[config.mk]
export PLATFORM = sky130hd
export DESIGN_NAME = display_ctrl
export DESIGN_NICKNAME = d
export VERILOG_FILES = /design/src/rtl/display_ctrl.sv
export SDC_FILE = /design/constraint.sdc
export NUM_CORES = 1
export LEC_CHECK = 0
export CAP_MARGIN = 20
export CORE_UTILIZATION = 25
export CTS_BUF_LIST = sky130_fd_sc_hd__clkbuf_16
export CTS_CLUSTER_SIZE = 40
export DETAILED_ROUTE_END_ITERATION = 8
export SLEW_MARGIN = 5
export SYNTH_ARGS = -nofsm -noshare
export SYNTH_HDL_FRONTEND = slang
export SYNTH_SLANG_ARGS = --single-unit
[constraint.sdc]
create_clock -name clk_i -period 1.95 [get_ports clk_i]
set_input_delay 0.39 -clock clk_i [delete_from_list [all_inputs] [get_ports clk_i]]
set_output_delay 0.39 -clock clk_i [all_outputs]
set_load 0.02 [all_outputs]
[src/rtl/display_ctrl.sv]
// -----------------------------------------------------------------------------
// calc_pkg  : shared calculator number type (BCD significand + exponent).
// display_ctrl : display sequencer in front of screen_driver.
//
// Chooses the number shown on the display (idle zero, operand being typed,
// computed result, or the held value while in error), drives the shift
// override controls of screen_driver, generates the digit-refresh enable for
// the multiplexed scan and a blink/blank signal used to flash the display in
// the error state.
//
// Ports:
//   clk_i                    clock
//   rst_i                    synchronous active-high reset
//   entry_valid_i            pulse: new operand on entry_num_i / entry_shift_i
//   entry_num_i              operand being typed
//   entry_shift_i            fixed shift amount for operand display
//   result_valid_i           pulse: result_num_i valid
//   result_num_i             computed result
//   error_i                  pulse: arithmetic error / overflow
//   clear_i                  pulse: clear display
//   num_o                    number for screen_driver
//   override_shift_amount_o  shift override enable for screen_driver
//   new_shift_amount_o       shift amount used while override is active
//   refresh_en_o             one-cycle digit-advance enable
//   blank_o                  1 = all anodes off
//   state_o                  IDLE=0, ENTRY=1, RESULT=2, ERROR=3
// All outputs are registered; an accepted event shows up one cycle later.
// -----------------------------------------------------------------------------
package calc_pkg;
    localparam int NumDigits = 4;

    typedef struct packed {
        logic [NumDigits-1:0][3:0] digits;
        logic [2:0]                exponent;
    } num_t;
endpackage

module display_ctrl #(
    parameter int RefreshDiv      = 1000,
    parameter int BlinkCycles     = 12_500_000,
    parameter int ErrorHoldCycles = 100_000_000
) (
    input  logic                clk_i,
    input  logic                rst_i,
    input  logic                entry_valid_i,
    input  calc_pkg::num_t      entry_num_i,
    input  logic [2:0]          entry_shift_i,
    input  logic                result_valid_i,
    input  calc_pkg::num_t      result_num_i,
    input  logic                error_i,
    input  logic                clear_i,
    output calc_pkg::num_t      num_o,
    output logic                override_shift_amount_o,
    output logic [2:0]          new_shift_amount_o,
    output logic                refresh_en_o,
    output logic                blank_o,
    output logic [1:0]          state_o
);

    typedef enum logic [1:0] {
        ST_IDLE   = 2'd0,
        ST_ENTRY  = 2'd1,
        ST_RESULT = 2'd2,
        ST_ERROR  = 2'd3
    } state_t;

    localparam int RefW   = (RefreshDiv > 1)      ? $clog2(RefreshDiv)      : 1;
    localparam int BlinkW = (BlinkCycles > 1)     ? $clog2(BlinkCycles)     : 1;
    localparam int HoldW  = (ErrorHoldCycles > 1) ? $clog2(ErrorHoldCycles) : 1;

    localparam logic [RefW-1:0]   REF_LAST   = RefW'(RefreshDiv - 1);
    localparam logic [BlinkW-1:0] BLINK_LAST = BlinkW'(BlinkCycles - 1);
    // With ErrorHoldCycles == 0 the hold counter never advances and the
    // timeout compare is disabled, so this value is unused in that case.
    localparam logic [HoldW-1:0]  HOLD_LAST  =
        HoldW'((ErrorHoldCycles > 0) ? ErrorHoldCycles - 1 : 0);
    localparam bit HOLD_EN = (ErrorHoldCycles != 0);

    state_t              state_reg;
    calc_pkg::num_t      num_reg;
    logic                override_reg;
    logic [2:0]          shift_reg;
    logic                refresh_reg;
    logic                blank_reg;
    logic [RefW-1:0]     ref_cnt_reg;
    logic [BlinkW-1:0]   blink_cnt_reg;
    logic [HoldW-1:0]    hold_cnt_reg;

    always_ff @(posedge clk_i) begin
        if (rst_i) begin
            state_reg     <= ST_IDLE;
            num_reg       <= '0;
            override_reg  <= 1'b0;
            shift_reg     <= 3'd0;
            refresh_reg   <= 1'b0;
            blank_reg     <= 1'b0;
            ref_cnt_reg   <= '0;
            blink_cnt_reg <= '0;
            hold_cnt_reg  <= '0;
        end else begin
            // Free-running scan prescaler, independent of the display state.
            ref_cnt_reg <= (ref_cnt_reg == REF_LAST) ? '0 : ref_cnt_reg + RefW'(1);
            refresh_reg <= (ref_cnt_reg == REF_LAST);

            if (clear_i) begin
                state_reg     <= ST_IDLE;
                num_reg       <= '0;
                override_reg  <= 1'b0;
                shift_reg     <= 3'd0;
                blank_reg     <= 1'b0;
                blink_cnt_reg <= '0;
                hold_cnt_reg  <= '0;
            end else if (error_i) begin
                // Also taken while already in ERROR: restarts both timers.
                state_reg     <= ST_ERROR;
                override_reg  <= 1'b0;
                shift_reg     <= 3'd0;
                blank_reg     <= 1'b0;
                blink_cnt_reg <= '0;
                hold_cnt_reg  <= '0;
            end else if (state_reg == ST_ERROR) begin
                // Operand and result events are dropped while in ERROR.
                if (HOLD_EN && hold_cnt_reg == HOLD_LAST) begin
                    state_reg     <= ST_IDLE;
                    num_reg       <= '0;
                    blank_reg     <= 1'b0;
                    blink_cnt_reg <= '0;
                    hold_cnt_reg  <= '0;
                end else begin
                    if (HOLD_EN) begin
                        hold_cnt_reg <= hold_cnt_reg + HoldW'(1);
                    end
                    if (blink_cnt_reg == BLINK_LAST) begin
                        blink_cnt_reg <= '0;
                        blank_reg     <= ~blank_reg;
                    end else begin
                        blink_cnt_reg <= blink_cnt_reg + BlinkW'(1);
                    end
                end
            end else if (result_valid_i) begin
                state_reg    <= ST_RESULT;
                num_reg      <= result_num_i;
                override_reg <= 1'b0;
                shift_reg    <= 3'd0;
                blank_reg    <= 1'b0;
            end else if (entry_valid_i) begin
                state_reg    <= ST_ENTRY;
                num_reg      <= entry_num_i;
                override_reg <= 1'b1;
                shift_reg    <= entry_shift_i;
                blank_reg    <= 1'b0;
            end
        end
    end

    assign num_o                   = num_reg;
    assign override_shift_amount_o = override_reg;
    assign new_shift_amount_o      = shift_reg;
    assign refresh_en_o            = refresh_reg;
    assign blank_o                 = blank_reg;
    assign state_o                 = state_reg;

endmodule

# == Yosys cells after proc, flatten, opt, wreduce, memory -nomap -nowiden ==
# Cells that the tools add are included.
# word_totals
register_bits,88
out_inout_bits,27
input_bits,47
word_cells,57
# classes
n_mux,21
eq_ne,7
n_reduce_logical,10
n_addsub,3
bitwise,3
# ops
operator,count
19-bit two-way mux,4
24-bit two-way mux,2
"27-bit by 1-bit adder with 27-bit output, second input constant",1
"27-bit equality test, second input constant",1
27-bit two-way mux,1
"24-bit by 1-bit adder with 24-bit output, second input constant",1
"24-bit equality test, second input constant",1
"10-bit by 1-bit adder with 10-bit output, second input constant",1
"10-bit equality test, second input constant",1
2-bit two-way mux,5
1-bit two-way mux,7
3-bit two-way mux,2
2-bit AND reduction,3
4-bit nonzero test,1
2-bit OR reduction,2
"3-bit by 1-bit != test with 1-bit output, second input constant",1
"3-bit by 2-bit != test with 1-bit output, second input constant",1
1-bit inverter,3
3-bit AND reduction,1
3-bit nonzero test,1
3-bit OR reduction,1
"2-bit equality test, second input constant",1
"2-bit by 1-bit != test with 1-bit output, second input constant",1
2-bit nonzero test,1

# == Logic depth before layout (Yosys ltp) ==
# depth
ltp_word,4
depth_mapped,8
depth_no_buf,6

# == Least setup slack after synthesis ==
# Ideal clock, no wire load.
# synth_path
kind,register to register
start,reg blink_cnt_reg[0]
end,reg blink_cnt_reg[18]
path_stages_with_launch,8
arrival_time_ps,1656
path_buffers,1
setup_ps,126
setup_slack_ps,168
cell_sequence,dfxtp_1 > ha_1 > nand4_4 > nor4_4 > a21oi_4 > buf_2 > a41oi_1 > o41ai_1
# synth_between
elab_chain_cells,3
word_cells_on_any_way,4
# synth_rtl
element,line_no,text
from (decl),86,logic [BlinkW-1:0] blink_cnt_reg;
from (signal assigned),137,blink_cnt_reg <= blink_cnt_reg + BlinkW'(1);
24-bit by 1-bit adder with 24-bit output or 24-bit equality test (tied branches),"137, 133",
24-bit two-way mux (*),133,if (blink_cnt_reg == BLINK_LAST) begin
24-bit two-way mux (*),123,if (HOLD_EN && hold_cnt_reg == HOLD_LAST) begin
# Mark *: on every way between the ends. The rest lies on a longest branch, timed or not.
# A chain may end at the register's enable or synchronous reset.

# == Worst setup path in the final report ==
# layout_path
start,"reg blank_reg, in the netlist blank_o"
end,out blank_o
# layout_rtl
element,line_no,text
from (decl),84,logic blank_reg;
from (signal assigned),135,blank_reg <= ~blank_reg;
to (decl),56,"output logic blank_o,"
# No word-level cell between the ends.

==> results by group <==
Synthesis
  • Ys flop type: dfxtp_1
  • Synthesized cell area: 4460 um2
  • Top post-synthesis cells by count: dfxtp_1 (88), nor2_1 (59), nand2_1 (52), nand3_1 (38), a21oi_1 (30)
  • Synth async-reset ratio: 0%
  • Post-synth top area share: about two fifths
  • Top post-synthesis cells by area: dfxtp_1 (40%), nor2_1 (5.0%), mux2_2 (4.8%)
  • Syn Inst Count: 537
  • Synth unique cells: 51
  • Most frequent cell after synthesis: dfxtp_1
  • Synthesized area per cell: 8.30 um2
  • Post-synthesis sequential area ratio: 39.5%
  • Area leader, netlist: dfxtp_1
  • #FFs+latches synth: 88
  • Post-synth EDFFs: 0
  • Syn nets: about 590
  • Synth Warn #: 0

Timing
  • Tightest Pin Transition: around 0.34 ns
  • Hold WS: 0.439 ns
  • Final min period: 1.85 ns
  • Final hold violation count: 0
  • Fmax: between 0.5 and 0.6 GHz
  • Fin worst setup slack: 0.0988 ns
  • Clock skew: 0.00962 ns
  • Slew Limit Headroom: 77.4%
  • # setup viols final: 0
  • Period utilization: 94.9%
  • RSZ-0062 raised after global routing: no
  • Max-slew violation count: 0

Die
  • Die ar.: 18,400 um2
  • Initial Util: 25.7%
  • Die height: 136 um
  • Core Area: around 17,000 um2
  • Die width: 136 um
  • I/O Pins: 74
  • Site Rows: 48

Clock tree
  • Skew-Pair Late Insertion Delay: roughly 0.35 ns
  • Worst-path clk slew: 0.06 ns
  • CTS buffer count: 9
  • H-tree Lvls: 3
  • Hold-fix buffers, CTS: 0
  • Clock root cell: clkbuf_16
  • TritonCTS clock tree: yes
  • Clock sink total: 88
  • Max Buffers Root-to-Sink: 2

Finish
  • Fin cells: 868
  • Layout area overhead: 36.4%
  • Share of cells above drive strength 1: between 15 and 20%
  • Net count, final: 688
  • Final core utilization: 35.0%
  • Fillers: about 1,800
  • Max reg flops: 27
  • Diode count: 0

Detailed routing
  • WL final: 11.5 mm
  • Via density: 4.78
  • Vias: 4,146
  • DR pass1 iterations: 4
  • Antenna-violating nets left: 0
  • Routed wire per std cell: 13.3 um
  • Initial DRC Count: 191
  • Residual DRC: 0

Setup path
  • CP Buf/Inv Count: 1
  • Crit path cell chain: clkdlybuf4s50_1
  • WP data required: 1.56 ns
  • Largest stage delay on the critical path: roughly 0.65 ns
  • Slowest CP cell: clkdlybuf4s50_1
  • CP startpoint kind: register
  • Crit Path Category: register to output port
  • WP data arrival: approximately 1.5 ns
  • CP Max Fanout: 4
  • Crit. End Element: output port
  • Largest delay share family, worst path: buffers and inverters

Power and ir drop
  • VDD IR max: 372 uV
  • Power Density: 668 nW/um2
  • Pleak: approximately 0.0021 uW
  • Power, Total: 4060 uW

Global routing
  • GR Util All Layers: 13.3%
  • First-pass GRT wire length: 19.2 mm
  • GR Overflow Total: 0
  • Vias in the first global route: 3,816
  • Pin count of the biggest net entering global routing: 28
  • Initial antenna violation count: 0

Placed design
  • IO Port Bufs: 73
  • Pre-CTS setup slack: -0.196 ns
  • Dpl cells: 851
  • HPWL Detailed: about 8.3 mm
  • Final GP Congestion: 0.754

Outcome
  • Status: finished, final reports clean

Min path
  • Worst hold-check path type: register to register

Job
  • Maximum Capacitance Violations: 0
[cell families (layout without fill, tap and decap cells)]
logic type / count (synthesis) / in the layout / synth area share (%)
simple gates: 246 / 246 / 29.2
buf+inv: 47 / 153 / 5.00
fa+ha+maj: 3 / 3 / 0.842
xor+xnor: 32 / 32 / 6.29
mux: 25 / 25 / 6.15
compound gates: 96 / 96 / 13.0
flops: 88 / 88 / 39.5
[path summary, 6_finish.rpt]
path / startpoint / endpoint / slack [ns] / cells after the start
setup reg to reg: hold_cnt_reg[17] / num_o[17] / 0.12 / 7
hold / removal: ref_cnt_reg[0] / ref_cnt_reg[0] / 0.44 / 1
hold reg to reg: ref_cnt_reg[0] / ref_cnt_reg[0] / 0.44 / 1
setup / recovery: blank_o / blank_o / 0.1 / 1
[what timing repair did]
item	in CTS	in global routing
gates resized for setup	0	5
hold endpoints to repair	0	0
endpoints found under the setup margin	0	15
buffers inserted	0	1
[where the power goes]
part | internal (uW) | switching (uW)
logic | 196 | 153
registers | 1820 | 13.7
clock network | 1120 | 753
total | 3140 | 919
[layout make-up]
class | instances | area [um2] | area share (%)
clock inverters | 7 | 93.8 | 1.54
clock buffers | 9 | 225 | 3.70
repair buffers | 124 | 1160 | 19.1
multi-input cells | 402 | 2500 | 41.2
inverters | 13 | 48.8 | 0.803
flip-flops and latches | 88 | 1760 | 29.0
well taps | 225 | 282 | 4.63
[metal layers]
metal	wire [um]	track usage (%)
met4	231	6.18
met2	5040	19.7
met1	5580	17.7
met5	0	0
met3	678	3.67
[cells in the final DEF, fill, tap and decap left out, types with 3 or more instances in the layout]
cell type	instances
dfxtp_1	88
clkdlybuf4s50_1	73
nor2_1	59
nand2_1	52
buf_4	47
nand3_1	38
a21oi_1	30
nand4_1	28
o21ai_0	23
xor2_1	20
mux2_2	19
a31oi_1	18
inv_1	14
nor3_1	12
xnor2_1	12
and3_1	11
and2_1	11
clkbuf_16	9
mux2i_1	6
and4_1	5
nor4_1	4
o41ai_1	4
buf_12	4
nor4_4	3
a41oi_1	3
o31ai_1	3
ha_1	3
[metrics by stage]
stage / cell area, um2 / TNS, ns
floorplan: 4460 / 0
global placement: 5740 / -1.43
detailed placement: 5740 / -2.18
CTS: 6060 / 0
global route: 6080 / 0
finish: 6080 / 0
[worst reg2reg max path: stages (launching register included)]
cell     delay [ns]
dfxtp_1        0.33
or3b_4         0.41
nor4_4         0.21
buf_4          0.18
a31oi_4        0.13
buf_4          0.21
o21ai_0        0.17
a21oi_1        0.08
No activity file was read; power rests on OpenSTA's default activity.
